--- config.mk ---
export PLATFORM = sky130hd
export DESIGN_NAME = ag6502_ext_clock_flat
export DESIGN_NICKNAME = d
export VERILOG_FILES = /design/src/rtl/ag6502_ext_clock_if.sv /design/src/rtl/ag6502_ext_clock.sv /design/src/flat_wrapper.sv
export SDC_FILE = /design/constraint.sdc
export NUM_CORES = 1
export LEC_CHECK = 0
export CAP_MARGIN = 10
export CORE_MARGIN = 2
export CORE_UTILIZATION = 40
export CTS_BUF_LIST = sky130_fd_sc_hd__clkbuf_8
export DETAILED_ROUTE_END_ITERATION = 12
export PLACE_DENSITY = 0.58
export SETUP_SLACK_MARGIN = 0.3
export SLEW_MARGIN = 0
export SYNTH_ARGS = -nofsm -noshare
export SYNTH_HDL_FRONTEND = slang
export SYNTH_SLANG_ARGS = --single-unit
--- constraint.sdc ---
create_clock -name clk -period 1.7 [get_ports clk]
set_input_delay 0.17 -clock clk [delete_from_list [all_inputs] [get_ports clk]]
set_output_delay 0.17 -clock clk [all_outputs]
set_load 0.02 [all_outputs]
--- src/rtl/ag6502_ext_clock_if.sv ---
// Phase-0 reference in, two-phase non-overlapping clocks out.
interface ag6502_ext_clock_if;
  logic clk1;
  logic phi_1;
  logic phi_2;

  modport master (output clk1, input  phi_1, phi_2);
  modport slave  (input  clk1, output phi_1, phi_2);
endinterface

--- src/rtl/ag6502_ext_clock.sv ---
// Two-phase non-overlapping clock generator: derives phi_1/phi_2 from a slow
// phase-0 reference, with programmable dead time counted in clk cycles.
module ag6502_ext_clock #(
  parameter int unsigned DELAY1 = 3,
  parameter int unsigned DELAY2 = 1
) (
  input  logic               clk,
  input  logic               reset,
  ag6502_ext_clock_if.slave  bus
);
  localparam logic [7:0] D1M1 = 8'(DELAY1 - 1);
  localparam logic [7:0] D2M1 = 8'(DELAY2 - 1);

  typedef enum logic [1:0] {IDLE, CNT_PHI1, CNT_PHI2} state_t;

  state_t     state, state_n;
  logic [7:0] cnt, cnt_n;
  logic       s1, s2, d;
  logic       phi_1_q, phi_1_n;
  logic       phi_2_q, phi_2_n;
  logic       rise, fall;

  assign rise = s2 & ~d;
  assign fall = ~s2 & d;

  assign bus.phi_1 = phi_1_q;
  assign bus.phi_2 = phi_2_q;

  // Reset arms a phi_1 countdown so phi_1 comes up on its own with clk1 low.
  always_ff @(posedge clk) begin
    if (reset) begin
      s1      <= 1'b0;
      s2      <= 1'b0;
      d       <= 1'b0;
      phi_1_q <= 1'b0;
      phi_2_q <= 1'b0;
      cnt     <= D2M1;
      state   <= CNT_PHI1;
    end else begin
      s1      <= bus.clk1;
      s2      <= s1;
      d       <= s2;
      phi_1_q <= phi_1_n;
      phi_2_q <= phi_2_n;
      cnt     <= cnt_n;
      state   <= state_n;
    end
  end

  // An edge event always drops the opposite phase first and restarts the
  // countdown, so a pending rise is cancelled when clk1 toggles too fast.
  always_comb begin
    state_n = state;
    cnt_n   = cnt;
    phi_1_n = phi_1_q;
    phi_2_n = phi_2_q;
    if (rise) begin
      phi_1_n = 1'b0;
      cnt_n   = D1M1;
      state_n = CNT_PHI2;
    end else if (fall) begin
      phi_2_n = 1'b0;
      cnt_n   = D2M1;
      state_n = CNT_PHI1;
    end else if (state != IDLE) begin
      if (cnt != 8'd0) begin
        cnt_n = cnt - 8'd1;
      end else begin
        if (state == CNT_PHI2) phi_2_n = 1'b1;
        else                   phi_1_n = 1'b1;
        state_n = IDLE;
      end
    end
  end
endmodule

--- src/flat_wrapper.sv ---
// flat-port wrapper written by rule: the top's interface ports become plain ports
module ag6502_ext_clock_flat 
#(
  parameter int unsigned DELAY1 = 3,
  parameter int unsigned DELAY2 = 1
)
  (clk, reset, bus_clk1, bus_phi_1, bus_phi_2);
  ag6502_ext_clock_if bus_i ();
  input  logic clk;
  input  logic reset;
  input wire logic [$bits(bus_i.clk1)-1:0] bus_clk1;
  output wire logic [$bits(bus_i.phi_1)-1:0] bus_phi_1;
  output wire logic [$bits(bus_i.phi_2)-1:0] bus_phi_2;
  assign bus_i.clk1 = bus_clk1;
  assign bus_phi_1 = bus_i.phi_1;
  assign bus_phi_2 = bus_i.phi_2;
  ag6502_ext_clock #(.DELAY1(DELAY1), .DELAY2(DELAY2)) u_core (.clk(clk), .reset(reset), .bus(bus_i));
endmodule
Word level (Yosys, flattened, before mapping):

Cells that the tools add are included.

* add/sub/neg operators: 1
* eq/ne operators: 3
* multiplexer cells: 12
* bitwise logic cells: 8
* reductions and logical operators: 13

Operator list (count)
* 2-to-1 mux 2 bit: 8
* AND reduction 4 bit: 2
* nonzero test 8 bit: 1
* subtractor 8 x 1 -> 8 bit, second input constant: 1
* inverter 1 bit: 6
* AND reduction 2 bit: 3
* nonzero test 2 bit: 3
* nonzero test 3 bit: 2
* 2-to-1 mux 1 bit: 4
* != test 3 x 1 -> 1 bit, second input constant: 1
* OR reduction 3 bit: 1
* bitwise AND 1 bit: 2
* == test 2 bit, second input constant: 1
* != test 2 x 1 -> 1 bit, second input constant: 1
* OR reduction 2 bit: 1

* flip-flop bits (word level): 15
* output and inout port bits: 2
* word-level logic and storage cells: 45

Logic depth before layout (Yosys ltp):

Gate-level depths: netlist of run 1.

* depth after elaboration: 5
* gate-level depth with buffers: 7
* mapped depth without buffers: 6

Least setup slack after synthesis of run 1:

OpenSTA, ideal clock, no wires.

* kind: reg-to-reg
* start: reg u_core.cnt[0]
* end: reg u_core.cnt[7]
* setup time: 0.070 ns
* arrival time: 1.655 ns
* required time: 1.630 ns
* slack: -0.025 ns
* cell stages (with the launch flop): 8
* path buffers: 1
* cells stage by stage: dfxtp_1 -> inv_1 -> ha_1 -> or3b_2 -> clkbuf_1 -> o21ai_4 -> or4_1 -> a21oi_1

* longest elaborated chain between the ends: 2
* elaborated cells between the ends (all ways): 3

Ends and longest elaborated chain
* start, declared: line ag6502_ext_clock.sv:17 `logic [7:0] cnt, cnt_n;`
* start signal, assigned: line ag6502_ext_clock.sv:45 `cnt <= cnt_n;`
* branches (longest 2 deep; another with subtractor 8 x 1 -> 8 bit)

Parallel ways; which one is timed is not known.
A chain may end at the register's enable or synchronous reset.

Worst setup path after layout of run 1:

* start: reg u_core.cnt[0]
* end: reg u_core.cnt[4]

The elaborated chain is that of the path after synthesis.

==> results of run 1 <==
layer usage:
layer | vias up | global-route usage [%] | part of all wire (%)
met5 | - | 0 | 0
met4 | 0 | 5.294 | 1.1
met3 | 3 | 6.000 | 4.0
met2 | 10 | 27.43 | 47
met1 | 258 | 20.15 | 47
li1 | 291 | - | -
cell type report:
| cell class | count | area (um^2) | area share, % |
|---|---|---|---|
| timing repair buffer | 12 | 103.9 | 11.22 |
| inverter | 2 | 7.507 | 0.8108 |
| sequential | 15 | 304.0 | 32.84 |
| tap | 16 | 20.02 | 2.162 |
| clock inverter | 1 | 3.754 | 0.4054 |
| clock buffer | 3 | 41.29 | 4.459 |
| multi-input combinational | 53 | 445.4 | 48.11 |
per-stage QoR:
step           hold slack [ps]  setup WS, ps  total power, mW  instance area (um^2)  cells
6_report                 447.5         77.49            2.080                 925.9    102
5_1_grt                  461.6         15.26            2.222                 925.9    102
4_1_cts                  455.2         100.8            1.917                 892.1    102
3_5_place_dp             443.8         46.72            1.327                 740.7     91
3_3_place_gp             424.2         26.48            1.324                 740.7     91
2_1_floorplan            298.2         110.7            1.241                 691.9     73
cell usage after synthesis, types with 2 or more instances:
cell,count,area (um^2)
inv_1,2,7.510
nor2_1,5,18.77
xor2_1,2,17.52
nor3_1,2,10.01
ha_1,2,25.02
a21oi_1,7,35.03
nand2b_1,2,12.51
dfxtp_1,15,300.3
or4_1,4,30.03
or2_1,2,12.51
o21ai_0,2,10.01
clkbuf_1,3,11.26
o31ai_1,2,15.01
nor2b_1,5,31.28
or2_2,2,12.51
or3_1,3,18.77
path summary, 6_finish.rpt:
path         slack, ps     startpoint             to  cells past startpoint
min reg2reg        450      u_core.s1      u_core.s2                      1
max reg2reg         80  u_core.cnt[0]  u_core.cnt[4]                      7
min                450      u_core.s1      u_core.s2                      1
max                 80  u_core.cnt[0]  u_core.cnt[4]                      7
what timing repair did:
item                                    4_1_cts  5_1_grt
resized for setup                            13        7
cloned                                        1        0
buffers inserted                              6        0
endpoints found under the setup margin       12       12
pin swaps                                    13        5
power by group through the flow:
| stage | Sequential [mW] | Clock, mW | Combinational, mW |
|---|---|---|---|
| after floorplan | 0.543 | 0 | 0.698 |
| after global placement | 0.542 | 0 | 0.781 |
| after detailed placement | 0.542 | 0 | 0.784 |
| after CTS | 0.547 | 0.293 | 1.08 |
| after global routing | 0.570 | 0.310 | 1.34 |
| final | 0.555 | 0.285 | 1.24 |
cells by family (layout without fill, tap and decap cells):
family	after synthesis	in the layout
and+or+nand+nor	30	30
buffers and inverters	6	18
xor gates and xnor gates	3	3
AOI/OAI and AO/OA	17	18
DFF	15	15
adders and majority gates	2	2
state kept, by name, summed over array words and instances (netlist names):
name and count:
u_core.state 2, u_core.cnt 8, u_core.d 1, u_core.s1 1, u_core.bus.phi_2 1, u_core.s2 1, u_core.bus.phi_1 1
placed cells by master, fill, tap and decap left out:
cell type and instances:
xnor2_1 1, or3b_4 1, o21ai_0 2, a31oi_1 1
or2_4 1, a21oi_2 3, clkbuf_8 3, inv_2 2
o211ai_1 1, or4_1 2, dfxtp_1 12, o2111ai_4 1
o211ai_2 1, nand4b_1 1, xor2_1 2, nand3_2 1
nor2_1 5, ha_4 2, o21ai_4 2, nor3b_1 1
buf_6 1, o31ai_1 2, nor2b_1 5, clkdlybuf4s50_1 4
or3_1 3, dfxtp_2 3, nand2b_1 2, or2_2 2
or4_4 3, inv_1 1, a21oi_1 4, o21bai_1 1
or2_1 1, nor3_1 2, buf_4 7
==> out/qor.csv, run 1 <==
stage;metric;value;unit
critical_path;crit_slowest_cell;or3b_4;
sta;slew_headroom;80.04;%
floorplanning;coreArea;0.001559;mm^2
route;wl_per_cell;13.98;um
power_and_ir_drop;pwr-share-comb;59.6;%
global_routing;grt_max_degree;9;
global_routing;grt_usage;16.67;%
power_and_ir_drop;clkPwrFrac;13.7;%
floorplanning;io_pins;5;
yosys;synth-edff-count;0;
sta;hold_viol;0;
sta;tightest_slew;298.8;ps
layout;fin_nets;92;
yosys;synthSimpleGateAreaFrac;27.52;%
route;drt_iter0_drc;6;
layout;drive_gt1_share;38.37;%
yosys;synth_seq_cells;15;
power_and_ir_drop;power_density;2247;mW/mm^2
global_routing;grt_pass1_vias;536;
yosys;yosysWarnings;0;
critical_path;worstPathArrival;1760;ps
run;max_cap_violations;0;
yosys;synth_top_flop_cell;dfxtp_1;
yosys;syn_nets;78;
cts;cts_tree;done;
power_and_ir_drop;switchingPower;0.8279;mW
route;vias_per_cell;5.510;
cts;cts_root_buf;clkbuf_8;
yosys;synth_top_family_by_area;simple AND/OR/NAND/NOR gates;
critical_path;critPathCaptureType;flop;
sta;fmax;0.6163;GHz
power_and_ir_drop;power.share.switching;39.80;%
floorplanning;initial_core_util;43.74;%
global_routing;grt.overflow.total;0;
route;dr.pass1.iters;4;
floorplanning;die-area;0.002051;mm^2
critical_path;crit_chain;inv_2 > ha_4 > or3b_4 > buf_6 > o2111ai_4 > xor2_1 > nor2_1;
layout;fin_util;59.39;%
global_routing;antenna_found_initial;0;
critical_path;path_delay_family;simple AND/OR/NAND/NOR gates;
sta;timing.setup.tns;0;ps
power_and_ir_drop;p_leak;0.3454;nW
critical_path;start_kind;flop;
status;status;completed;
placement;hpwl;857;um
yosys;async_flop_share;0;%
placement;port_buffers;4;
placement;gp_congestion;0.7706;
critical_path;crit_buf_inv;2;
layout;antenna_cells;0;
power_and_ir_drop;peakVddDrop;1144;uV
cts;cts.sinks;15;
route;wirelength;1426;um
critical_path;crit_fanout;5;
yosys;syn_area_per_cell;9.341;um^2
cts;cts.path.max_buffers;2;
yosys;seq_area_frac_synth;44.04;%
yosys;synthAdderAreaFrac;3.670;%
yosys;synth_compound_area_share;17.43;%
sta;setup_viol;0;
floorplanning;fp.dieH;45.29;um
yosys;yosys-mux-area-fraction;0;%
sta;fin_crit_sh;95.44;%
critical_path;cp.required;1840;ps
cts;clk_latency;250;ps
cts;path_clk_slew;60;ps
sta;slew_viol_final;0;
yosys;synth_cells;73;
sta;skew;5.749;ps
cts;htree_levels;1;
floorplanning;fp-row-count;14;
route;vias;562;
layout;syn2layout_area_growth;35.78;%
sta;rsz0062_at_grt;true;
yosys;yosysUniqueCellTypes;29;
yosys;synth-xor-area-share;3.853;%
worst_hold_path;holdCritPathClass;flop to flop;
cts;cts_buffers;3;
critical_path;cp_slowest_stage_delay;420;ps
critical_path;crit_type;flop to flop;
yosys;syn_area;681.9;um^2
floorplanning;die_w;45.29;um
power_and_ir_drop;p_int;1.253;mW
route;drc;0;
route;antenna_left;0;
sta;fin_crit;1623;ps
layout;nFillCells;138;
power_and_ir_drop;power_frac_seq;26.7;%
global_routing;grt_first_pass_wirelength;2366;um
cts;hold_buffers;0;
Note: power is estimated with default switching activity, not from simulation.
==> inputs of run 2 (changes only) <==
--- a/config.mk
+++ b/config.mk
@@ -12,6 +12,7 @@
 export DETAILED_ROUTE_END_ITERATION = 12
 export PLACE_DENSITY = 0.58
 export SETUP_SLACK_MARGIN = 0.3
+export SKIP_LAST_GASP = 1
 export SLEW_MARGIN = 0
 export SYNTH_ARGS = -nofsm -noshare
 export SYNTH_HDL_FRONTEND = slang
==> results of run 2 <==
No change in the layout: final DEF, timing and power equal those of run 1.
==> RTL edit 1 (flow settings as in run 1) <==
Encoding of `state_t`: now one-hot (3 bits for 3 states).
--- a/src/rtl/ag6502_ext_clock.sv
+++ b/src/rtl/ag6502_ext_clock.sv
@@ -11,7 +11,7 @@
   localparam logic [7:0] D1M1 = 8'(DELAY1 - 1);
   localparam logic [7:0] D2M1 = 8'(DELAY2 - 1);
 
-  typedef enum logic [1:0] {IDLE, CNT_PHI1, CNT_PHI2} state_t;
+  typedef enum logic [2:0] {IDLE = 3'b001, CNT_PHI1 = 3'b010, CNT_PHI2 = 3'b100} state_t;
 
   state_t     state, state_n;
   logic [7:0] cnt, cnt_n;
Function: same outputs for any inputs over 10 cycles, from zero or initial values and one cycle with reset high; not proved beyond that.
==> RTL edit 1 against run 1 <==
  * Combinational power decreased by 10%
  * Maximum frequency up 3.0%
  * Wire length fell by 0.70%
  * Highest routed layer unchanged
  * Sequential cell count up 1
  * Power decreased by 0.84%
  * Worst setup slack better by 0.048 ns
  * Core utilization decreased by 4.5 points
  * Via count rose by 11%
  * Design area grew 4.6%
  * Area after synthesis up 11%
==> RTL edit 1: results (changes against run 1) <==
[synthesis]
seq_area_frac_synth = 0.422  ; -0.0186
syn-num-nets = 89  ; +14%
synthCells = 84  ; +15%
ys_top_cells_by_count = 16 x dfxtp_1, 10 x nor2_1, 8 x a21oi_1, 6 x nor2b_1, 5 x or3_1
synthTopCellsByArea = dfxtp_1 42%, a21oi_1 5.3%, nor2_1 4.9%

[place]
gp_congestion = 0.767  ; -0.52%
dpl-instance-area_sq_um = 848  ; +15%
dp_hpwl_um = 983  ; +15%
dp.cells = 112  ; +23%
place_ws_ns = 0.128  ; +0.0809 ns

[setup_path]
reg2reg_depth = 6  ; -1
r2r-end = u_core.state[2]
arrival_ns = 1.71  ; -0.05 ns
path_max_fanout = 8  ; +3

[final_layout]
n_fill_cell = 172  ; +25%
top_regs = u_core.cnt x8, u_core.state x3
drive_gt1_frac = 0.296  ; -0.0878
nets = 104  ; +13%
stdcell_count = 123  ; +21%

[pwr]
leakagePower_nw = 0.395  ; +14%

[route]
drt-initial-drc-count = 13  ; +7
routed_via_density = 5.07  ; -7.9%
wl_per_cell_um = 11.5  ; -18%

[global_route]
grt_pass1_vias = 561  ; +4.7%
grt_use_total = 0.152  ; -0.0150
grt_first_pass_wirelength_um = 2370  ; +0.30%
grt_max_degree = 10  ; +1

[sta]
worstMarginPinSlew_ns = 0.389  ; +0.0904 ns
skew_ns = 0.000897  ; -0.00485 ns

[status]
status = complete, no violations

## RTL edit 1: cell count changes after synthesis, moves of 3 or more
cell | run 1 | this run
nor2_1 | 5 | 10
or4_1 | 4 | 0
nand2_1 | 0 | 4
mux2i_1 | 0 | 3
## RTL edit 1: where the power goes
group	total (W)	leakage (nW)	internal, W	switching [W]
combinational	0.00111	0.235	0.000597	0.000509
sequential	0.000622	0.132	0.000501	0.000121
clock	0.000334	0.0288	0.000205	0.000129
## RTL edit 1: through the flow
stage	hold slack, ns	utilization	power [W]
global placement	0.436	0.481	0.00154
floorplan	0.298	-	0.00138
detailed placement	0.442	0.481	0.00155
CTS	0.451	0.539	0.00202
finish	0.449	0.549	0.00206
global route	0.460	0.549	0.00222
## RTL edit 1: cell families (layout without fill, tap and decap cells)
group / after synthesis / in the layout / share of synthesized area
AO/OA/AOI/OAI: 12 / 12 / 0.109
AND/OR/NAND/NOR: 42 / 42 / 0.338
buffers and inverters: 7 / 21 / 0.0362
XOR/XNOR: 2 / 2 / 0.0231
flip-flops: 16 / 16 / 0.422
adder cells (fa/ha/maj): 2 / 2 / 0.0329
multiplexers: 3 / 3 / 0.0395
## RTL edit 1: how the worst max path moves through the flow
stage / start / cells after the start / end / slack, ns
finish: u_core.cnt[0] / 6 / u_core.state[2] / 0.13
global route: u_core.cnt[0] / 6 / u_core.bus.phi_2 / -0.01
CTS: u_core.cnt[0] / 6 / u_core.bus.phi_2 / 0.13
detailed placement: u_core.cnt[0] / 6 / u_core.state[2] / 0.13
global placement: u_core.cnt[0] / 6 / u_core.state[2] / 0.13
floorplan: u_core.cnt[0] / 6 / u_core.state[2] / 0.22
## RTL edit 1: routing by layer
layer	up-vias	track usage	wire length (um)
li1	317	-	-
met1	299	0.188	660
met2	6	0.254	717
met3	2	0.0340	27
met4	0	0.0649	11
met5	-	0	0
## RTL edit 1: repair_timing
action / 4_1_cts / 5_1_grt
resized for setup: 1 / 3
pin swaps: 2 / 3
setup endpoints to repair: 12 / 11
buffers inserted: 6 / 1
## RTL edit 1: layout make-up
| type | instances | area share |
|---|---|---|
| flip-flops and latches | 16 | 0.333 |
| clock buffers | 4 | 0.0568 |
| inverters | 4 | 0.0155 |
| multi-input cells | 61 | 0.451 |
| repair buffers | 13 | 0.111 |
| well taps | 25 | 0.0323 |
==> RTL edit 2 (flow settings as in run 1) <==
Made on the original files. Make the reset (`reset`) asynchronous in one clocked block.
--- a/src/rtl/ag6502_ext_clock.sv
+++ b/src/rtl/ag6502_ext_clock.sv
@@ -27,7 +27,7 @@
   assign bus.phi_2 = phi_2_q;
 
   // Reset arms a phi_1 countdown so phi_1 comes up on its own with clk1 low.
-  always_ff @(posedge clk) begin
+  always_ff @(posedge clk or posedge reset) begin
     if (reset) begin
       s1      <= 1'b0;
       s2      <= 1'b0;
Formal check against the unedited RTL: differs if reset is asserted again (counterexample within 4 cycles, from zero or initial values and one cycle with reset high); with reset held inactive, the same outputs for 10 cycles.
==> RTL edit 2 against run 1 <==
  * The flow now finishes with violations (setup timing)
  * Worst hold slack got worse by 0.17 ns
  * Area after synthesis is 7.9% higher
  * Sequential cell count unchanged
  * Design area increased by 21%
  * Critical path depth is 2 lower
  * Worst setup slack lost 0.15 ns
  * Via count grew 10%
  * Maximum frequency decreased by 8.4%
  * Power rose by 19%
  * Wire length is 17% higher
  * Count of clock-buffer cells in the layout did not move
  * Clock power is 5% higher
  * Critical path type unchanged
  * Largest power group unchanged
  * Highest routed layer unchanged
==> RTL edit 2: results (changes against run 1) <==
[synthesis]
async_reset_ff_frac = 1.00  ; +1.00
seq_area_frac_synth = 0.512  ; +0.0715
syn-num-nets = 76  ; -2.6%

[sta]
relSlewSlack = 0.615  ; -0.185
layout_setup_ws_ns = -0.0709  ; -0.148 ns
setup_viol = 3  ; +3
fin_tns_setup_ns = -0.102  ; -0.102 ns
fin_crit_ns = 1.77  ; +0.148 ns

[pwr]
switching_share = 0.382  ; -0.0157

[final_layout]
n_all_inverters = 5  ; +3
drive_gt1_frac = 0.454  ; +0.0699
sh_seq_area = 0.336  ; +0.00794
seq_cells = 15  ; unchanged
nets = 103  ; +12%
n_fill_cell = 144  ; +4.3%

[place]
dp_hpwl_um = 1080  ; +27%
place_ws_ns = -0.0799  ; -0.127 ns
gp_congestion = 0.745  ; -3.3%

[route]
routed_via_density = 5.07  ; -8.1%
drt-initial-drc-count = 4  ; -2

[status]
violations = setup timing
status = finished with violations

[setup_path]
cp_slowest_cell = dfrtp_1
path_max_fanout = 3  ; -2
arrival_ns = 1.95  ; +0.19 ns

[global_route]
grt_first_pass_wirelength_um = 2730  ; +15%
grt_use_total = 0.186  ; +0.0195

==> RTL edit 2: cell types whose count changed in the layout (fill, tap and decap cells not counted), sizes merged, moves of 3 or more <==
cell,delta
dfxtp,-15
or2,-3
dfrtp,+14
nor2b,-3
nor2,+6
or4,-4
buf,+10
==> RTL edit 2: what timing repair did <==
item | CTS | global route
setup buffers | 7 | 1
endpoints found under the hold margin | 0 | 0
endpoints found under the setup margin | 10 | 14
resized for setup | 9 | 10
hold buffers | 0 | 0
pin swaps | 4 | 1
==> RTL edit 2: path summary, 6_finish.rpt <==
path	start	endpoint	slack, ns	cells past startpoint
setup / recovery	u_core.cnt[0]	u_core.cnt[5]	-0.07	5
hold / removal	reset	u_core.state[1]	0.27	2
setup reg to reg	u_core.cnt[0]	u_core.cnt[5]	-0.07	5
hold reg to reg	u_core.s1	u_core.s2	0.35	0
max in group asynchronous	reset	u_core.bus.phi_2	1.05	2
min in group clk	u_core.s1	u_core.s2	0.35	0
==> RTL edit 2: cells by family after synthesis <==
kind of cell               after synthesis  share of synthesized area
xor gates and xnor gates                 6                     0.0714
adders and majority gates                2                     0.0340
AOI/OAI and AO/OA                       14                      0.117
and+or+nand+nor                         27                      0.209
buffers and inverters                    5                     0.0255
DFF                                     15                      0.512
muxes                                    2                     0.0306
==> RTL edit 2: stage by stage <==
step / utilization / hold slack [ns]
6_report: 0.649 / 0.272
5_1_grt: 0.649 / 0.348
4_1_cts: 0.617 / 0.295
3_5_place_dp: 0.538 / 0.340
3_3_place_gp: 0.538 / 0.334
2_1_floorplan: - / 0.0708
==> RTL edit 2: metal layers <==
metal / global-route usage / share of wire
met3: 0.0462 / 0.023
met2: 0.271 / 0.51
met1: 0.254 / 0.44
met4: 0.100 / 0.020
met5: 0 / 0
